--- src/rtl/enigma_pkg.sv ---
// enigma_pkg: shared ASCII bounds, case offset, FSM states and character helpers
package enigma_pkg;
  localparam logic [7:0] UPPER_LO = 8'h41;
  localparam logic [7:0] UPPER_HI = 8'h5A;
  localparam logic [7:0] LOWER_LO = 8'h61;
  localparam logic [7:0] LOWER_HI = 8'h7A;
  localparam logic [7:0] CASE_OFS = 8'h20;
  typedef enum logic [1:0] {IDLE, LOAD, WAIT, OUT} state_t;
  function automatic logic [7:0] to_upper(input logic [7:0] c);
    return (c >= LOWER_LO && c <= LOWER_HI) ? c - CASE_OFS : c;
  endfunction
  function automatic logic is_upper(input logic [7:0] c);
    return c >= UPPER_LO && c <= UPPER_HI;
  endfunction
endpackage

--- src/rtl/enigma_char_fifo.sv ---
// enigma_char_fifo: synchronous FIFO with wrap-bit pointers, combinational head read
module enigma_char_fifo #(
  parameter int WIDTH = 8,
  parameter int DEPTH = 4
) (
  input  logic             clk,
  input  logic             reset,
  input  logic             push,
  input  logic [WIDTH-1:0] din,
  input  logic             pop,
  output logic [WIDTH-1:0] dout,
  output logic             full,
  output logic             empty
);
  localparam int AW = $clog2(DEPTH);
  logic [WIDTH-1:0] mem [DEPTH];
  logic [AW:0] wp, rp;
  assign empty = wp == rp;
  assign full  = (wp[AW] != rp[AW]) && (wp[AW-1:0] == rp[AW-1:0]);
  assign dout  = mem[rp[AW-1:0]];
  always_ff @(posedge clk)
    if (push && !full) mem[wp[AW-1:0]] <= din;
  always_ff @(posedge clk) begin
    if (reset) begin
      wp <= '0;
      rp <= '0;
    end else begin
      if (push && !full) wp <= wp + (AW+1)'(1);
      if (pop && !empty) rp <= rp + (AW+1)'(1);
    end
  end
endmodule

--- src/rtl/enigma_feeder.sv ---
// enigma_feeder: buffers ASCII letters, feeds them one at a time to a cipher core and forwards results
module enigma_feeder import enigma_pkg::*; #(
  parameter int FIFO_DEPTH = 4,
  parameter int TIMEOUT    = 64
) (
  input  logic        clk,
  input  logic        reset,
  input  logic        s_valid,
  input  logic [7:0]  s_data,
  output logic        s_ready,
  input  logic        mode_dec,
  output logic        core_valid,
  output logic [7:0]  core_din,
  output logic        core_en,
  output logic        core_dec,
  input  logic [7:0]  core_dout,
  input  logic        core_done,
  output logic        m_valid,
  output logic [7:0]  m_data,
  input  logic        m_ready,
  output logic [15:0] char_cnt,
  output logic        err
);
  localparam int TW = $clog2(TIMEOUT + 1);
  state_t state, next;
  logic [7:0] up, head;
  logic [TW-1:0] tcnt;
  logic full, empty, push, pop, timeout;
  assign up         = to_upper(s_data);
  assign s_ready    = !full && !reset;
  assign push       = s_valid && s_ready && is_upper(up);
  assign pop        = state == IDLE && !empty;
  assign timeout    = state == WAIT && !core_done && tcnt == TW'(TIMEOUT - 1);
  assign core_valid = state == LOAD;
  assign core_en    = state == LOAD || state == WAIT;
  assign m_valid    = state == OUT;
  enigma_char_fifo #(.WIDTH(8), .DEPTH(FIFO_DEPTH)) u_fifo (
    .clk(clk), .reset(reset), .push(push), .din(up),
    .pop(pop), .dout(head), .full(full), .empty(empty)
  );
  always_ff @(posedge clk)
    state <= reset ? IDLE : next;
  always_comb begin
    next = state;
    case (state)
      IDLE:    next = empty ? IDLE : LOAD;
      LOAD:    next = WAIT;
      WAIT:    next = core_done ? OUT : (timeout ? IDLE : WAIT);
      OUT:     next = m_ready ? IDLE : OUT;
      default: next = IDLE;
    endcase
  end
  always_ff @(posedge clk) begin
    if (reset) begin
      core_din <= '0;
      core_dec <= 1'b0;
      m_data   <= '0;
      char_cnt <= '0;
      err      <= 1'b0;
      tcnt     <= '0;
    end else begin
      if (pop) begin
        core_din <= head;
        core_dec <= mode_dec;
      end
      if (state == LOAD) tcnt <= '0;
      else if (state == WAIT && !core_done) tcnt <= tcnt + TW'(1);
      if (state == WAIT && core_done) m_data <= core_dout;
      if (timeout) err <= 1'b1;
      if (state == OUT && m_ready) char_cnt <= char_cnt + 16'd1;
    end
  end
endmodule

--- config.mk ---
export PLATFORM = sky130hd
export DESIGN_NAME = enigma_feeder
export DESIGN_NICKNAME = d
export VERILOG_FILES = /design/src/rtl/enigma_pkg.sv /design/src/rtl/enigma_char_fifo.sv /design/src/rtl/enigma_feeder.sv
export SDC_FILE = /design/constraint.sdc
export NUM_CORES = 1
export LEC_CHECK = 0
export ABC_AREA = 0
export CAP_MARGIN = 10
export CORE_ASPECT_RATIO = 1.25
export CORE_UTILIZATION = 24
export DETAILED_ROUTE_END_ITERATION = 10
export DONT_BUFFER_PORTS = 1
export GPL_TIMING_DRIVEN = 0
export SYNTH_ARGS = -nofsm -noshare
export SYNTH_HDL_FRONTEND = slang
export SYNTH_SLANG_ARGS = --single-unit
--- constraint.sdc ---
create_clock -name clk -period 1.7 [get_ports clk]
set_input_delay 0.17 -clock clk [delete_from_list [all_inputs] [get_ports clk]]
set_output_delay 0.17 -clock clk [all_outputs]
set_load 0.03 [all_outputs]
Word level (Yosys, flattened, before mapping)
Memory sizes are Yosys's and may differ from the RTL's. A register that Yosys moved wholly into a read port is not among the register bits. Cells that the tools add are included.

Reduce and logical (&&, ||, !) cells: 20. Multiplexer cells: 8. $add $sub $neg: 5. Eq/ne operators: 7. Magnitude comparators: 4.

Operators with widths (number): 16-bit by 1-bit adder with 16-bit output (second input constant) (1); 8-bit by 7-bit >= comparator with 1-bit output (second input constant) (2); 8-bit by 7-bit less-or-equal comparator with 1-bit output (second input constant) (2); 1-bit logical AND (13); 8-bit two-way mux (1); 2-bit case mux with 4 select lines (1); 8-bit by 6-bit subtractor with 8-bit output (second input constant) (1); 7-bit by 1-bit adder with 7-bit output (second input constant) (1); 7-bit by 6-bit equality test with 1-bit output (second input constant) (1); 3-bit by 1-bit adder with 3-bit output (second input constant) (2); 2-bit two-way mux (3); 2-bit equality test (second input constant) (2); 1-bit zero test (4); 3-bit equality test (1); 1-bit two-way mux (3); 2-bit by 1-bit equality test with 1-bit output (second input constant) (1); 2-bit equality test (1); 2-bit zero test (1); 2-bit OR reduction (1); 1-bit logical OR (1); 1-bit != test (1).

Logic and storage cells: 53. Memories: 1. Register bits after elaboration: 41. Output and inout bits: 38. Bits in writable memories: 32.

Memories: u_fifo.mem (words 4, width 8, rd ports 1, clocked after Yosys merged registers in 1, wr ports 1, RTL line enigma_char_fifo.sv:16) `logic [WIDTH-1:0] mem [DEPTH];`.

Logic depth before layout (Yosys ltp)
Gate-level depths: netlist of the first run.

Depth in word-level cells: 9. Mapped depth: 8.

Modules after synthesis
Synthesis of the first run repeated with hierarchy kept, for this count alone.

Cells, all modules: 337. Area total of the unflattened synthesis: 3657.3 um2.

By module, submodules not included: enigma_feeder (times used 1, area an instance 1925.6 um2, cells an instance 227, seq. area each 860.8 um2); enigma_char_fifo (times used 1, area an instance 1731.7 um2, cells an instance 110, seq. area each 1121.1 um2).

Least setup slack after synthesis of the first run
No wires, ideal clock.

Path kind: register to register. Start point: register state[1]. End point: register char_cnt[14]. Clock period less this slack: 1.742 ns. Path buffers: 0. Arrival time: 1.673 ns. Cell stages (with the launch flop): 7. Required time: 1.630 ns. Path slack: -0.042 ns. Cells stage by stage: dfxtp_1 > ha_1 > nand3_2 > nor2_4 > nand4_1 > or3_1 > a21oi_1.

Longest elaborated chain between the ends: 2.

RTL lines: start: declaration (RTL line enigma_feeder.sv:25) `state_t state, next;`; start signal: assignment (RTL line enigma_feeder.sv:42) `state <= reset ? IDLE : next;`; 2-bit equality test; net m_valid (RTL line enigma_feeder.sv:18) `output logic m_valid,`; 1-bit logical AND (RTL line enigma_feeder.sv:70) `if (state == OUT && m_ready) char_cnt <= char_cnt + 16'd1;`; end signal: assignment (RTL line enigma_feeder.sv:70); end: declaration (RTL line enigma_feeder.sv:21) `output logic [15:0] char_cnt,`.

The timed path passes the listed nets, and every way through them passes these cells. A chain may end at the register's enable or synchronous reset.

Final worst setup path of the first run
Start point: register u_fifo.rp[1]. End point: memory u_fifo.mem[2][7] (enable).

Longest elaborated chain between the ends: 9.

RTL lines: start: declaration (RTL line enigma_char_fifo.sv:17) `logic [AW:0] wp, rp;`; start signal: assignment (RTL line enigma_char_fifo.sv:29) `if (pop && !empty) rp <= rp + (AW+1)'(1);`; 2-bit equality test * (RTL line enigma_char_fifo.sv:19) `assign full = (wp[AW] != rp[AW]) && (wp[AW-1:0] == rp[AW-1:0]);`; 1-bit logical AND * (RTL line enigma_char_fifo.sv:19); 1-bit zero test * (RTL line enigma_char_fifo.sv:22, enigma_feeder.sv:30); 1-bit logical AND (RTL line enigma_feeder.sv:30) `assign s_ready = !full && !reset;`; 1-bit logical AND (2 in series) (RTL line enigma_feeder.sv:31) `assign push = s_valid && s_ready && is_upper(up);`; 1-bit logical AND * (RTL line enigma_char_fifo.sv:22) `if (push && !full) mem[wp[AW-1:0]] <= din;`; 1-bit two-way mux * (RTL line enigma_char_fifo.sv:22); 1-bit two-way mux (not written as such) * (RTL line enigma_char_fifo.sv:22); end: declaration (RTL line enigma_char_fifo.sv:16).

Mark *: on every way between the ends. The rest lies on a longest branch, timed or not.

==> results of run 1 <==
stage by stage:
step | util, % | setup slack [ns]
after global routing | 30.55 | -0.008121
after floorplan | - | 0.01194
after detailed placement | 26.26 | -0.3624
final | 30.55 | 0.07419
after CTS | 29.81 | 0.01336
after global placement | 26.26 | -0.3667
state kept, by name, summed over array words and instances, names as in the netlist:
signal,count
u_fifo.wp,3
core_dec,1
err,1
core_din,8
state,2
m_data,8
tcnt,7
u_fifo.rp,3
char_cnt,16
u_fifo.mem,32
power by group through the flow:
stage / sequential, mW / combinational, mW / clock [mW]
2_1_floorplan: 2.35 / 0.663 / 0
3_3_place_gp: 2.39 / 0.773 / 0
3_5_place_dp: 2.39 / 0.789 / 0
4_1_cts: 2.36 / 0.847 / 1.98
5_1_grt: 2.38 / 0.978 / 2.05
6_report: 2.37 / 0.889 / 1.91
kinds of logic after synthesis:
logic type               count (synthesis)
buffers and inverters                   23
XOR/XNOR                                19
AO/OA/AOI/OAI                           35
multiplexers                            22
flip-flops                              81
adder cells (fa/ha/maj)                 13
AND/OR/NAND/NOR                        112
critical path: stages (launching register included):
cell	delay [ns]
dfxtp_2	0.33
buf_6	0.13
xnor2_4	0.15
nand2_2	0.09
nor2_4	0.06
nor4_4	0.29
and2_4	0.28
cell type report:
type / count / share of cell area [%]
plain buffers: 12 / 2.029
clock buffers: 9 / 5.073
clock inverters: 7 / 1.719
inverters: 11 / 0.9865
multi-input cells: 201 / 36.25
flip-flops and latches: 81 / 44.36
well taps: 178 / 5.017
repair buffers: 22 / 4.566
Yosys cell counts, types with 2 or more instances:
library cell,count
edfxtp_1,32
mux2_4,2
a21oi_1,20
mux2i_1,12
xnor2_2,3
mux4_2,7
xnor2_1,6
nor3_2,2
a41oi_1,2
dfxtp_1,49
xor2_1,10
nand4_1,3
nor2_4,2
clkbuf_1,3
buf_6,4
or3_1,6
inv_1,9
nor2_1,36
buf_2,3
nand2b_1,3
nand3_2,4
nand2_1,25
nand3_1,12
and2_1,4
o21ai_1,7
ha_1,13
metal layers:
layer  up-vias  GRT usage, %
met5         -             0
met4         0         4.054
met3        11         3.715
met1      1098         9.917
li1       1145             -
met2        43         18.55
timing repair:
action,4_1_cts,5_1_grt
hold endpoints to repair,30,0
pin swaps,3,7
buffers inserted,2,5
endpoints found under the setup margin,39,47
resized for setup,21,19
hold buffers,15,0
worst paths after layout:
check,endpoint,slack [ns],cells after the start,from
setup / recovery,u_fifo.mem[2][7]$_DFFE_PP_,0.07,6,u_fifo.rp[1]$_SDFFE_PP0P_
hold / removal,char_cnt[2]$_SDFFE_PP0P_,0.08,3,m_ready
setup reg to reg,u_fifo.mem[2][7]$_DFFE_PP_,0.07,6,u_fifo.rp[1]$_SDFFE_PP0P_
hold reg to reg,tcnt[6]$_SDFFE_PP0P_,0.49,2,tcnt[6]$_SDFFE_PP0P_
==> metrics, run 1 <==
CTS tree yes; WL/cell 14.02 um; largest cells by area after synthesis dfxtp_1, edfxtp_1, ha_1, mux4_2, nor2_1; die area 15460 um^2; hold_ws 0.07584 ns; CTS Sinks 81; part of the power in combinational logic 17.2%; most frequent cells in the layout nor2_1, dfxtp_1, edfxtp_1; Simple-Gate Fraction of Synth Area 17.56%; P per Cell Area 1165 nW/um^2; DR WL met3 457 um; grt total ovfl 0; post-synth top area share 27.32%; total power draw 5.173 mW; share of layout cells above drive strength 1 25.07%; Residual DRC 8; register area share after synthesis 54.08%; total net switching power 1.570 mW; Area Overhead vs Synth 23.62%; setup TNS 0 ns; Setup Viol. Count Final 0; synthesized cell area 3591 um^2; placed cells 483; H-tree levels 3; startpoint types register; FILL cells 1455; main combinational cell family by area after synthesis simple AND/OR/NAND/NOR gates; initial DRC count 103; core footprint 14530 um^2; clk buf depth 2; Slew HR 62.49%; Ys Warns 0; finished layout cell area 4439 um^2; Die Width 111.4 um; register share of total power 45.8%; final slew viol count 0; Worst-Margin Slew 0.5626 ns; highest metal used met4; Min Clock Period, post-route 1.626 ns; worst path required time 1.74 ns; cells after synthesis 305; critical path class register to register; Die H 138.8 um; Leakage 1.587 nW; via count 2297; Final period util 95.64%; clk_lat worst skew 0.34 ns; CTS root buf clkbuf_16; Non-Filler Instances 521; worst IR drop on VDD 0.4291 mV; outcome finished, violations left; Primary FF master, synth dfxtp_1; Worst EP arrival 1.67 ns; most area-hungry cell type in the Yosys netlist dfxtp_1; post-synth cell types 52; DRT Wirelength 7.307 mm; Total Routing Usage GR 9.982%; Clock Power Share 37.0%; I/O pin count 60; Int Pwr 3.603 mW; row count 49; final hold viol count 0; Yosys reg bits 81; multi-input logic area 1609 um^2; asr flop ratio synth 0%; CP max FO 8; Post-synth EDFFs 32; Placer Congestion 0.7714; Metal-1 WL 2.738 mm; first-pass GRT wire length 11.81 mm; syn_nets 340; CTS buffer count 9; Post-Synth Adder-Cell Area 4.530%; I/O Buffers 0; initial antenna violation count 0; maxcap violations 0; hpwl dp 5.316 mm; post-route antenna net violation count 0; highest clock rate 615.1 MHz; post-synthesis mux area share 9.303%; WL met2 3.997 mm; cell area after placement 3816 um^2; Synth Area in XOR/XNOR 5.261%; fin nets 373; Sw Ratio 30.36%; Clock Pin Slew Worst Setup and Hold Paths 0.07 ns; number of global-route vias before repair 2354; CP endpoint kind register; Vias per Instance 4.409; compound-gate portion of the synthesized area 5.819%; Syn Area/Cell 11.77 um^2; Storage cell area 1969 um^2; Ant. Diodes 0; worst min-delay path category input port to register; Initial Util 24.71%; failing checks design-rule violations; largest net degree at the start of global routing 19; Setup Skew 0.01380 ns; First-pass DRT Iterations 7
No activity file was read; power rests on OpenSTA's default activity.
==> run 2, diff against run 1 <==
--- a/config.mk
+++ b/config.mk
@@ -9,6 +9,7 @@
 export CAP_MARGIN = 10
 export CORE_ASPECT_RATIO = 1.25
 export CORE_UTILIZATION = 24
+export CTS_CLUSTER_SIZE = 16
 export DETAILED_ROUTE_END_ITERATION = 10
 export DONT_BUFFER_PORTS = 1
 export GPL_TIMING_DRIVEN = 0
==> results of run 2 <==
No change in the layout: final DEF, timing and power equal those of run 1.
==> variant 1: new RTL, settings of run 2 <==
Reset style: asynchronous (`reset`), changed in 2 clocked blocks.
--- a/src/rtl/enigma_char_fifo.sv
+++ b/src/rtl/enigma_char_fifo.sv
@@ -22,3 +22,3 @@
     if (push && !full) mem[wp[AW-1:0]] <= din;
-  always_ff @(posedge clk) begin
+  always_ff @(posedge clk or posedge reset) begin
     if (reset) begin
--- a/src/rtl/enigma_feeder.sv
+++ b/src/rtl/enigma_feeder.sv
@@ -52,3 +52,3 @@
   end
-  always_ff @(posedge clk) begin
+  always_ff @(posedge clk or posedge reset) begin
     if (reset) begin
Check against the original RTL: differs if reset is asserted again (counterexample within 4 cycles, from zero or initial values and one cycle with reset high); with reset held inactive, the same outputs for 10 cycles.
==> variant 1 against run 2 <==
Critical path type unchanged; count of clock-buffer cells in the layout unchanged; wire length decreased by 4.8%; final area increased by 1.7%; sequential cell count unchanged; via count decreased by 15%; area after synthesis decreased by 4.7%; worst setup slack got worse by 0.21 ns; the flow finishes with violations (negative setup slack).
Power is not compared: it rests on default switching activity, and its combinational part moved more than twofold at a synthesized area within 25%.
==> variant 1: results (changes against run 2) <==
INFO  outcome        outcome=finished with violations
INFO  outcome        violations=negative setup slack
INFO  setup_path     timing.critical_path.slowest_cell_delay=0.39ns [+0.06 ns]
INFO  cells_and_area final_cell_count_no_fill=458 [-12%]
INFO  detailed_routing drt-initial-drc-count=100 [-2.9%]
INFO  synth          asyncSetResetFlopFracSynth=58.0% [+58 points]
INFO  grt            via_count_of_the_first_global_routing_pass=2170 [-7.8%]
INFO  synth          netlist_top_cells_area=dfrtp_1 (34%), edfxtp_1 (28%), mux2_2 (6.3%)
INFO  placement      dpl-instance-area=3800um2 [-0.39%]
INFO  detailed_routing postRouteWirelength=6.95mm [-4.8%]
INFO  cells_and_area layout_cells_sized_above_1=38.5% [+13 points]
INFO  synth          avgSynthCellArea=14.6um2 [+24%]
INFO  grt            grt_pass1_wl=11.2mm [-5.0%]
INFO  detailed_routing via_per_inst=4.27 [-3.1%]
INFO  timing         timing.setup.tns=-4.06ns [-4.06 ns]
INFO  timing         setup_ws=-0.133ns [-0.207 ns]
INFO  grt            global_route.usage.met1=11.3% [+1.4 points]
INFO  synth          yosys-top-cells-count=dfrtp_1 (47), edfxtp_1 (32), mux2_2 (19)
INFO  detailed_routing drtPass1Iterations=4 [-3]
INFO  synth          synth_cell_types=34 [-35%]
INFO  synth          synth_sequential_area_ratio=63.6% [+9.5 points]
INFO  timing         worst_margin_pin_slew=0.579ns [+0.0168 ns]
INFO  grt            grtUsageTotal=10.2% [+0.20 points]
INFO  detailed_routing met3WireLength=396um [-13%]
INFO  placement      preCtsSetupSlack=-0.233ns [+0.129 ns]
INFO  cells_and_area layout.nets=313 [-16%]
INFO  placement      detailedPlacementHpwl=4.58mm [-14%]
INFO  timing         timing.final.setup_violations=35 [+35]
INFO  placement      dp.cells=410 [-15%]
variant 1: cell type report:
cell class | count | area [um2] | share of cell area [%]
Sequential cell | 81 | 2200 | 48.7
Inverter | 10 | 40.0 | 0.887
Clock inverter | 7 | 108 | 2.38
Clock buffer | 9 | 225 | 4.99
Multi-Input combinational cell | 140 | 1400 | 31.0
Tap cell | 175 | 219 | 4.85
Timing Repair Buffer | 35 | 317 | 7.01
Buffer | 1 | 11.3 | 0.249
variant 1: where the power goes:
part           internal (W)  leakage (nW)  switching (W)
sequential          0.00243         0.890       0.000862
combinational       0.00113         0.746       0.000878
clock               0.00132         0.160       0.000830
variant 1: kinds of logic (layout without fill, tap and decap cells):
| logic type | count (synthesis) | in the layout | share of synthesized area (%) |
|---|---|---|---|
| AOI/OAI and AO/OA | 14 | 14 | 2.52 |
| xor gates and xnor gates | 26 | 26 | 6.65 |
| adders and majority gates | 13 | 13 | 4.75 |
| buffers and inverters | 14 | 62 | 1.72 |
| DFF | 81 | 81 | 63.6 |
| muxes | 29 | 29 | 12.2 |
| and+or+nand+nor | 57 | 58 | 8.48 |
variant 1: worst paths after layout:
kind,slack (ns),end,start,cells past startpoint
setup / recovery,-0.13,u_fifo.mem[0][5],u_fifo.rp[2],4
setup reg to reg,-0.13,u_fifo.mem[0][5],u_fifo.rp[2],4
hold reg to reg,0.49,u_fifo.wp[2],u_fifo.wp[2],1
hold / removal,0.05,char_cnt[2],m_ready,2
max in group asynchronous,0.76,char_cnt[3],reset,3
min in group asynchronous,0.41,char_cnt[14],reset,2
variant 1: what timing repair did:
action	4_1_cts	5_1_grt
pin swaps	14	14
setup buffers	13	7
endpoints found under the hold margin	53	0
gates resized for setup	20	16
hold buffers	15	0
gates cloned	1	0
endpoints found under the setup margin	50	52
==> variant 2: new RTL, config.mk and constraints of run 2 <==
Made on the original files. `TIMEOUT`: 64 -> 32.
--- a/src/rtl/enigma_feeder.sv
+++ b/src/rtl/enigma_feeder.sv
@@ -3,3 +3,3 @@
   parameter int FIFO_DEPTH = 4,
-  parameter int TIMEOUT    = 64
+  parameter int TIMEOUT    = 32
 ) (
Check against the original RTL: no difference found for any inputs over 10 cycles, from zero or initial values and one cycle with reset high; that may be too few to reach the edited logic, so the function may still have changed.
==> variant 2 against run 2 <==
Power up 2.6%; critical path depth is 2 lower; the run ends with negative setup slack left; area after synthesis shrank 4.3%; sequential cell count down 1; largest power group unchanged; final area shrank 2.2%; global-route usage is 0.54 points higher; final cell count shrank 3.5%; wire length increased by 0.12%; via count down 1.5%; non-clock buffer count unchanged; worst setup slack worse by 0.12 ns.
==> variant 2: results (changes against run 2) <==
INFO  power_and_ir_drop leakagePower=1.59nW [+0.16%]
INFO  detailed_routing via_per_inst=4.50 [+2.0%]
INFO  power_and_ir_drop ir_drop=511uV [+19%]
INFO  cells_and_area layout.nets=358 [-4.0%]
INFO  synth          synth.net_count=323 [-5.0%]
INFO  grt            grt_pass1_wl=11.3mm [-4.0%]
INFO  timing         timing.setup.tns=-1.06ns [-1.06 ns]
INFO  placement      portBuffers=0 [unchanged]
INFO  outcome        outcome=finished with violations
INFO  placement      dp.cells=463 [-4.1%]
INFO  grt            grtUsageTotal=10.5% [+0.54 points]
INFO  detailed_routing postRouteWirelength=7.32mm [+0.12%]
INFO  synth          netlist_top_cells_area=dfxtp_1 (28%), edfxtp_1 (28%), mux4_1 (6.1%)
INFO  clock_tree     clk_root_buffer_cell=clkbuf_16
INFO  cells_and_area final_cell_count_no_fill=503 [-3.5%]
INFO  grt            grt_max_degree=17 [-2]
INFO  timing         slew_headroom=61.3% [-1.1 points]
INFO  detailed_routing drt-initial-drc-count=129 [+25%]
INFO  cells_and_area layout_cells_sized_above_1=20.1% [-5.0 points]
INFO  timing         final.setup_skew=0.00492ns [-0.00888 ns]
INFO  detailed_routing drtPass1Iterations=4 [-3]
INFO  cells_and_area antenna_cells_inserted=0 [unchanged]
INFO  placement      detailedPlacementHpwl=5.02mm [-5.6%]
INFO  placement      dpl-instance-area=3680um2 [-3.4%]
INFO  synth          yosys-top-cells-count=dfxtp_1 (48), nor2_1 (34), edfxtp_1 (32)
INFO  synth          synth_cell_types=40 [-23%]
INFO  grt            via_count_of_the_first_global_routing_pass=2334 [-0.85%]
INFO  setup_path     crit_fanout=8 [unchanged]
INFO  setup_path     data_arrival_at_the_endpoint_of_the_critical_path=1.79ns [+0.12 ns]
INFO  clock_tree     insertion_delay_to_the_later_sink_of_the_worst_skew_pair=0.33ns
INFO  outcome        violations=negative setup slack
INFO  grt            antenna_violations_before_repair=0 [unchanged]
INFO  placement      weighted_congestion_at_the_end_of_routability_driven_global_placement=0.708 [-8.2%]
INFO  detailed_routing final_antenna_net_count=0 [unchanged]
INFO  timing         setup_ws=-0.0505ns [-0.125 ns]
INFO  synth          synth_sequential_area_ratio=55.9% [+1.8 points]
INFO  synth          avgSynthCellArea=11.9um2 [+1.4%]
INFO  clock_tree     clock_transition_at_the_registers_of_the_reported_paths=0.06ns
INFO  timing         timing.final.setup_violations=29 [+29]
[variant 2: path summary, 6_finish.rpt]
path	startpoint	end	slack, ns	cells past startpoint
setup reg to reg	u_fifo.rp[1]	u_fifo.mem[2][0]	-0.05	4
hold / removal	s_data[7]	u_fifo.wp[0]	0.07	3
hold reg to reg	u_fifo.wp[2]	u_fifo.wp[2]	0.53	1
setup / recovery	u_fifo.rp[1]	u_fifo.mem[2][0]	-0.05	4
[variant 2: worst max-delay path: stages (launching register included)]
cell and delay, ns:
dfxtp_4 0.37, xnor2_4 0.15, a31oi_4 0.34, and3_4 0.30, and3_4 0.28
[variant 2: final cells by class]
class / instances / area [um2]
Multi-Input combinational cell: 190 / 1540
Tap cell: 175 / 219
Clock inverter: 7 / 108
Sequential cell: 80 / 1950
Buffer: 9 / 47.5
Fill cell: 1370 / 9530
Clock buffer: 9 / 225
Timing Repair Buffer: 25 / 229
Inverter: 8 / 32.5
[variant 2: cell families after synthesis]
group / after synthesis / synth area share (%)
mux: 20 / 9.61
compound gates: 29 / 5.50
buf+inv: 19 / 2.87
simple gates: 105 / 15.4
xor+xnor: 22 / 6.04
flops: 80 / 55.9
fa+ha+maj: 13 / 4.73
[variant 2: routing by layer]
layer | GRT usage (%) | vias up | wire length (um)
met1 | 10.3 | 1089 | 2820
met4 | 4.58 | 0 | 163
li1 | - | 1105 | -
met2 | 18.6 | 57 | 3810
met3 | 5.03 | 12 | 520
met5 | 0 | - | 0
[variant 2: power breakdown]
group | internal [W] | total, W | switching, W
Combinational | 0.000388 | 0.000812 | 0.000424
Sequential | 0.00211 | 0.00235 | 0.000248
Clock | 0.00132 | 0.00214 | 0.000824
[variant 2: metrics by stage]
stage / setup slack [ns] / power [W]
3_5_place_dp: -0.280 / 0.00313
2_1_floorplan: -0.0412 / 0.00295
3_3_place_gp: -0.218 / 0.00310
4_1_cts: -0.104 / 0.00538
6_report: -0.0505 / 0.00531
5_1_grt: -0.101 / 0.00555
[variant 2: what timing repair did]
action	CTS	global route
resized for setup	14	21
pin swaps	8	11
buffers inserted	5	5
hold endpoints to repair	30	0
hold buffers	15	0
gates cloned	1	0
endpoints found under the setup margin	47	58
